[config.mk]
export PLATFORM = sky130hd
export DESIGN_NAME = up_cpu_bridge
export DESIGN_NICKNAME = d
export VERILOG_FILES = /design/src/rtl/up_cpu_bridge_pkg.sv /design/src/rtl/up_tout_cnt.sv /design/src/rtl/up_cpu_bridge.sv
export SDC_FILE = /design/constraint.sdc
export NUM_CORES = 1
export LEC_CHECK = 0
export ABC_CLOCK_PERIOD_IN_PS = 2400
export CAP_MARGIN = 20
export CORE_MARGIN = 5
export CORE_UTILIZATION = 45
export CTS_BUF_LIST = sky130_fd_sc_hd__clkbuf_8
export DETAILED_ROUTE_END_ITERATION = 6
export GPL_TIMING_DRIVEN = 1
export PLACE_DENSITY = 0.83
export SLEW_MARGIN = 30
export SYNTH_ARGS = -nofsm -noshare
export SYNTH_HDL_FRONTEND = slang
export SYNTH_SLANG_ARGS = --single-unit
[constraint.sdc]
create_clock -name clk -period 2.4 [get_ports clk]
set_input_delay 0.24 -clock clk [delete_from_list [all_inputs] [get_ports clk]]
set_output_delay 0.24 -clock clk [all_outputs]
set_load 0.05 [all_outputs]
[src/rtl/up_cpu_bridge_pkg.sv]
// Shared definitions for the up-protocol CPU-side master.
package up_cpu_bridge_pkg;

  // Bridge transaction states.
  typedef enum logic [2:0] {
    ST_IDLE,
    ST_STRB,
    ST_WAIT,
    ST_DONE,
    ST_FLUSH
  } up_state_e;

  // uprdy latency of the configuration RAM macro; a late uprdy can
  // arrive up to this many cycles after upen is dropped.
  localparam int unsigned UP_RAM_RDY_LAT = 2;

endpackage

[src/rtl/up_tout_cnt.sv]
// Clear/enable timeout counter with a terminal pulse for up-protocol masters.
// limit = 0 disables the terminal pulse; the count saturates instead of wrapping.
module up_tout_cnt #(
  parameter int unsigned G_W = 8
) (
  input  logic           clk,
  input  logic           rst_n,
  input  logic           clr,
  input  logic           en,
  input  logic [G_W-1:0] limit,
  output logic           term
);

  logic [G_W-1:0] cnt_q;
  logic [G_W-1:0] cnt_d;

  // Next count: clear wins, otherwise count up and stick at all-ones.
  always_comb begin
    cnt_d = cnt_q;
    if (clr) begin
      cnt_d = '0;
    end else if (en && (cnt_q != '1)) begin
      cnt_d = cnt_q + 1'b1;
    end
  end

  // Terminal pulse on the cycle the limit-th enabled cycle is counted.
  always_comb begin
    term = en && !clr && (limit != '0) && (cnt_q == (limit - 1'b1));
  end

  // Count register.
  always_ff @(posedge clk or negedge rst_n) begin
    if (!rst_n) begin
      cnt_q <= '0;
    end else begin
      cnt_q <= cnt_d;
    end
  end

endmodule

[src/rtl/up_cpu_bridge.sv]
// Host-strobe to up-protocol master: one outstanding access, single-cycle
// upws/uprs, held upen/upa/updi, programmable timeout with post-abort flush.
module up_cpu_bridge
  import up_cpu_bridge_pkg::*;
#(
  parameter int unsigned G_ADDR   = 10,
  parameter int unsigned G_WIDTH  = 32,
  parameter int unsigned G_TOUT_W = 8,
  parameter int unsigned G_FLUSH  = UP_RAM_RDY_LAT
) (
  input  logic                clk,
  input  logic                rst_n,
  input  logic                hreq,
  input  logic                hwr,
  input  logic [G_ADDR-1:0]   haddr,
  input  logic [G_WIDTH-1:0]  hwdata,
  input  logic [G_TOUT_W-1:0] htout,
  output logic                hbusy,
  output logic                hack,
  output logic                herr,
  output logic [G_WIDTH-1:0]  hrdata,
  output logic                upen,
  output logic [G_ADDR-1:0]   upa,
  output logic                upws,
  output logic                uprs,
  output logic [G_WIDTH-1:0]  updi,
  input  logic [G_WIDTH-1:0]  updo,
  input  logic                uprdy
);

  localparam int unsigned FW = (G_FLUSH > 1) ? $clog2(G_FLUSH) : 1;
  localparam logic [FW-1:0] FLUSH_LAST = FW'(G_FLUSH - 1);

  up_state_e             state_q, state_d;
  logic                  dir_q, dir_d;
  logic [G_TOUT_W-1:0]   limit_q, limit_d;
  logic [FW-1:0]         flush_q, flush_d;
  logic                  hbusy_q, hbusy_d;
  logic                  hack_q, hack_d;
  logic                  herr_q, herr_d;
  logic [G_WIDTH-1:0]    hrdata_q, hrdata_d;
  logic                  upen_q, upen_d;
  logic [G_ADDR-1:0]     upa_q, upa_d;
  logic                  upws_q, upws_d;
  logic                  uprs_q, uprs_d;
  logic [G_WIDTH-1:0]    updi_q, updi_d;
  logic                  cnt_clr, cnt_en, cnt_term;

  up_tout_cnt #(
    .G_W (G_TOUT_W)
  ) u_tout_cnt (
    .clk   (clk),
    .rst_n (rst_n),
    .clr   (cnt_clr),
    .en    (cnt_en),
    .limit (limit_q),
    .term  (cnt_term)
  );

  // Outputs are registered, so each *_d holds the value for the state being entered.
  always_comb begin
    state_d  = state_q;
    dir_d    = dir_q;
    limit_d  = limit_q;
    flush_d  = flush_q;
    hbusy_d  = hbusy_q;
    hack_d   = 1'b0;
    herr_d   = 1'b0;
    hrdata_d = hrdata_q;
    upen_d   = upen_q;
    upa_d    = upa_q;
    upws_d   = 1'b0;
    uprs_d   = 1'b0;
    updi_d   = updi_q;
    cnt_clr  = 1'b0;
    cnt_en   = 1'b0;

    case (state_q)
      ST_IDLE: begin
        if (hreq) begin
          state_d = ST_STRB;
          dir_d   = hwr;
          limit_d = htout;
          upa_d   = haddr;
          updi_d  = hwdata;
          hbusy_d = 1'b1;
          upen_d  = 1'b1;
          upws_d  = hwr;
          uprs_d  = !hwr;
        end
      end

      // STRB shares WAIT's completion path; the counter only runs in WAIT,
      // so STRB itself can never time out.
      ST_STRB, ST_WAIT: begin
        cnt_clr = (state_q == ST_STRB);
        cnt_en  = (state_q == ST_WAIT);
        if (uprdy) begin
          if (!dir_q) begin
            hrdata_d = updo;
          end
          upen_d  = 1'b0;
          hack_d  = 1'b1;
          state_d = ST_DONE;
        end else if (cnt_term) begin
          upen_d  = 1'b0;
          flush_d = '0;
          state_d = ST_FLUSH;
          if (FLUSH_LAST == '0) begin
            hack_d = 1'b1;
            herr_d = 1'b1;
          end
        end else begin
          state_d = ST_WAIT;
        end
      end

      ST_DONE: begin
        hbusy_d = 1'b0;
        state_d = ST_IDLE;
      end

      ST_FLUSH: begin
        if (flush_q == FLUSH_LAST) begin
          hbusy_d = 1'b0;
          state_d = ST_IDLE;
        end else begin
          flush_d = flush_q + 1'b1;
          if ((flush_q + 1'b1) == FLUSH_LAST) begin
            hack_d = 1'b1;
            herr_d = 1'b1;
          end
        end
      end

      default: begin
        hbusy_d = 1'b0;
        upen_d  = 1'b0;
        state_d = ST_IDLE;
      end
    endcase
  end

  // State and registered outputs, all async-cleared.
  always_ff @(posedge clk or negedge rst_n) begin
    if (!rst_n) begin
      state_q  <= ST_IDLE;
      dir_q    <= 1'b0;
      limit_q  <= '0;
      flush_q  <= '0;
      hbusy_q  <= 1'b0;
      hack_q   <= 1'b0;
      herr_q   <= 1'b0;
      hrdata_q <= '0;
      upen_q   <= 1'b0;
      upa_q    <= '0;
      upws_q   <= 1'b0;
      uprs_q   <= 1'b0;
      updi_q   <= '0;
    end else begin
      state_q  <= state_d;
      dir_q    <= dir_d;
      limit_q  <= limit_d;
      flush_q  <= flush_d;
      hbusy_q  <= hbusy_d;
      hack_q   <= hack_d;
      herr_q   <= herr_d;
      hrdata_q <= hrdata_d;
      upen_q   <= upen_d;
      upa_q    <= upa_d;
      upws_q   <= upws_d;
      uprs_q   <= uprs_d;
      updi_q   <= updi_d;
    end
  end

  assign hbusy  = hbusy_q;
  assign hack   = hack_q;
  assign herr   = herr_q;
  assign hrdata = hrdata_q;
  assign upen   = upen_q;
  assign upa    = upa_q;
  assign upws   = upws_q;
  assign uprs   = uprs_q;
  assign updi   = updi_q;

endmodule

==> impl.org <==
** Global routing
- Vias in the first global route :: 3,225
- Initial antenna violation count :: 0
- The first global-routing pass estimated 16,200 µm of wire.
- Largest net degree at the start of global routing :: 55
- For this run, the total global-route usage over all layers was measured as 18.1%.
- Total global routing overflow :: 0

** Layout
- Number of antenna repair diodes :: 0
- Count of fill cells added during filler insertion :: 695
- Area growth from synthesis to layout :: 49.0%
- Fraction of layout cells with a size suffix above 1 :: 22.8%
- Combined flip-flop and latch cell area :: 2530 µm²
- Excluding fillers, the count of instances in the completed layout stands at 589.
- Summed area of non-filler cells in the final layout :: 6210 µm²
- Once layout is complete, the utilization of the core stands at 67.8%.
- In the final design database the tool counted 563 nets.
- Combined area of the multi-input logic cells :: 1570 µm²

** Route
- After detailed routing, the number of remaining DRC violations is 0.
- Number of nets with antenna violations after routing :: 0
- For this run, the detailed router's first-pass iteration total came to 4.
- The routed layout has 2,988 vias.
- The final layout contains routed wiring with a total length of 9890 µm.
- Number of vias per cell :: 5.07
- Average wire length per cell after detail routing :: 16.8 µm
- The first routing iteration left 124 violations.

** STA
- Setup violations remaining at the end of the flow were counted as 0.
- Unrepaired setup endpoints after global routing :: false
- Setup slack on the critical path of the routed design comes to 417 ps.
- Actual transition at the worst max-transition pin :: 685 ps
- Subtracting the final worst setup slack from the clock period gives 1980 ps.
- Setup Total Neg Slack :: 0 ps
- Max-slew headroom at the worst pin :: 54.0%
- The number of slew-limit violations in the final report came to 0.
- Period Utilization, post-route :: 82.6%
- On the final layout, the worst clock skew is 16.3 ps.
- The total count of hold-check failures in the final report came to 0.
- Max Clk Rate :: 504 MHz

** Worst setup path
- Traced cell by cell, the critical path runs through nor4_1 > and3_1 > o2111ai_1 > a2111oi_2 > o21ai_0.
- Critical Path Max Stage Delay :: 480 ps
- Flop-to-flop setup slack :: 420 ps
- The most critical setup path has its endpoint at flush_q.
- Cell with the biggest individual delay on the critical path :: sky130_fd_sc_hd__nor4_1
- In this run the critical register-to-register path is launched from limit_q[2].
- At the worst endpoint, the required time is 2620 ps.
- The critical path is of the flip-flop to flip-flop type.
- The number of cells on the worst reg-to-reg path is 5.
- The worst setup path is launched from a flip-flop.
- Maximum net fanout on the critical path :: 6
- The worst setup path is captured at a flip-flop.
- Startpoint of the worst setup timing path :: limit_q[2]
- The endpoint identified for the worst register-to-register timing path is flush_q.
- STA puts the critical path data arrival time at 2210 ps.

** Clock network
- In this run the post-CTS setup repair buffer count came out at 0.
- Post-CTS Hold Buffers :: 1
- The H-tree was split into 3 levels.
- The tree is rooted in a sky130_fd_sc_hd__clkbuf_8.
- TritonCTS clock tree :: done
- Insertion delay to the later sink of the worst-skew pair :: 360 ps
- After clock tree synthesis, the repair step resized 0 gates.
- CTS saw 101 sinks.
- Clock-pin slew was measured on the worst setup and hold paths at 100 ps.
- In this run the deepest clock path goes through 2 buffers.
- Total CTS buffers :: 9

** Power and ir drop
- Combinational Power Share :: 58.3%
- Power share of the sequential group :: 30.5%
- The clock network accounts for 11.2% of the total power.
- Leakage component of the power :: 0.00256 µW
- VDD sags by at most 0.000908 V.
- Net switching fraction of the power :: 46.5%
- Pwr Density :: 1590 nW/µm²
- For this design the total switching power over the nets is 4600 µW.
- The internal portion of the total power is 5290 µW.

** Synthesis
- Yosys printed 0 warnings.
- Syn Std Cell Area :: 4170 µm²
- Yosys top cell by area :: sky130_fd_sc_hd__dfrtp_1
- Proportion of synthesized flip-flops having asynchronous set or reset :: 100%
- Instance count of the mapped netlist :: 300
- Synth top area share :: 60.6%
- Sorting the synthesized cells by area gives the leading types as sky130_fd_sc_hd__dfrtp_1, sky130_fd_sc_hd__mux2_2, sky130_fd_sc_hd__xnor2_1.
- Synth Net Count :: 390
- A synthesized cell averages 13.9 µm².
- In this run, distinct cell masters in the synthesized netlist total 39.
- Number of synthesized flops with an enable pin :: 0
- Counting flops and latches in the post-synthesis netlist gives 101.
- Seq/Total Area, Yosys :: 60.6%
- Top_reg_cell synth :: sky130_fd_sc_hd__dfrtp_1

** Outcome
- The run finished with clean final reports.

** Placement
- Summing all placed instances gives a cell area of 5990 µm².
- Prior to clock tree synthesis, the placed netlist has a worst setup slack of 421 ps.
- In this run the tool buffered the top-level ports with 166 buffer cells.
- The HPWL after detailed placement is 7630 µm.
- Total placed cells including tap cells :: 572
- Routability cong. :: 0.823

** Hold path
- Path type of the worst min-delay path :: primary input to asynchronous set/reset pin

** Floorplan
- Placeable core region :: 9150 µm²
- The die covers 11,300 µm².
- The initial utilization of the core area, before any placement, comes to 45.5%.
- Die Wd :: 106 µm
- Number of core rows :: 35
- # IOs :: 167
- Die Y :: 106 µm

** Run
- Number of max-cap violations :: 0
## cell type report
cell class	count	share of cell area, %
sequential	101	40.7
timing repair buffer	173	28.0
multi-input combinational	181	25.3
tap	111	2.24
clock buffer	10	2.22
clock inverter	6	1.13
inverter	7	0.423
## metal layers
metal | up-vias | GRT usage, % | routed length (µm)
li1 | 1405 | - | -
met4 | 0 | 6.20 | 151
met2 | 90 | 31.0 | 5220
met5 | - | 0 | 0
met3 | 13 | 5.59 | 694
met1 | 1480 | 21.5 | 3830
## placed cells by master, fill, tap and decap left out, types with 2 or more instances in the layout
cell / n
sky130_fd_sc_hd__xnor2_1: 11
sky130_fd_sc_hd__o21ai_0: 6
sky130_fd_sc_hd__nand2b_1: 2
sky130_fd_sc_hd__a21oi_1: 2
sky130_fd_sc_hd__xor2_1: 6
sky130_fd_sc_hd__inv_1: 8
sky130_fd_sc_hd__clkdlybuf4s50_1: 165
sky130_fd_sc_hd__nor3_1: 5
sky130_fd_sc_hd__mux2i_1: 2
sky130_fd_sc_hd__buf_4: 5
sky130_fd_sc_hd__and2_1: 2
sky130_fd_sc_hd__buf_12: 2
sky130_fd_sc_hd__nor4_1: 3
sky130_fd_sc_hd__mux2_2: 81
sky130_fd_sc_hd__ha_1: 3
sky130_fd_sc_hd__nand3_1: 7
sky130_fd_sc_hd__nor3b_1: 3
sky130_fd_sc_hd__nand2_1: 8
sky130_fd_sc_hd__nand4_1: 2
sky130_fd_sc_hd__clkbuf_8: 10
sky130_fd_sc_hd__dfrtp_1: 101
sky130_fd_sc_hd__nor2_1: 18
## critical path: cells and delay by family (launching register included)
kind / cells / cell delay, ps
AOI/OAI and AO/OA: 3 / 720
and+or+nand+nor: 2 / 700
DFF: 1 / 450
## registers in the layout, indices dropped and copies added, names as in the netlist
register	cells
hrdata	32
updi	32
upa	10
limit_q	8
u_tout_cnt.cnt_q	8
state_q	3
dir_q	1
flush_q	1
hack	1
hbusy	1
herr	1
upen	1
uprs	1
upws	1
## synthesized netlist by cell type, types with 3 or more instances
master / number
sky130_fd_sc_hd__buf_2: 10
sky130_fd_sc_hd__dfrtp_1: 101
sky130_fd_sc_hd__o21ai_0: 6
sky130_fd_sc_hd__nor4_1: 3
sky130_fd_sc_hd__nor2_1: 19
sky130_fd_sc_hd__nor3_1: 5
sky130_fd_sc_hd__nand3_1: 7
sky130_fd_sc_hd__xnor2_1: 11
sky130_fd_sc_hd__ha_1: 3
sky130_fd_sc_hd__inv_1: 7
sky130_fd_sc_hd__mux2_2: 81
sky130_fd_sc_hd__nor3b_1: 3
sky130_fd_sc_hd__nand2_1: 8
sky130_fd_sc_hd__xor2_1: 6
## stage by stage
stage | hold WS [ps] | total power (µW)
final | 461 | 9880
after global routing | 470 | 10400
after CTS | 458 | 10000
after detailed placement | 307 | 8860
after global placement | 300 | 8720
after floorplan | -55.6 | 6870
## power by group through the flow
stage                     Combinational (µW)  Clock, µW  Sequential [µW]
after floorplan                         1570          0             5300
after global placement                  5720          0             3000
after detailed placement                5810          0             3050
after CTS                               5830       1150             3020
after global routing                    6050       1210             3140
final                                   5760       1110             3010
## worst min path at each step
stage,slack (ps),from,cells after the start,end
after global placement,300,rst_n,1,upa[9]
after global routing,470,hwdata[18],2,updi[18]
after floorplan,-60,rst_n,0,dir_q
after CTS,460,htout[0],3,limit_q[0]
after detailed placement,310,rst_n,1,updi[17]
final,460,rst_n,2,updi[17]
## kinds of logic after synthesis
logic type	count (synthesis)	share of synthesized area, %
adders and majority gates	3	0.901
muxes	83	22.4
AOI/OAI and AO/OA	17	2.79
xor gates and xnor gates	17	3.57
and+or+nand+nor	61	7.81
DFF	101	60.6
buffers and inverters	18	1.92
Power figures use the tool's default switching activity.
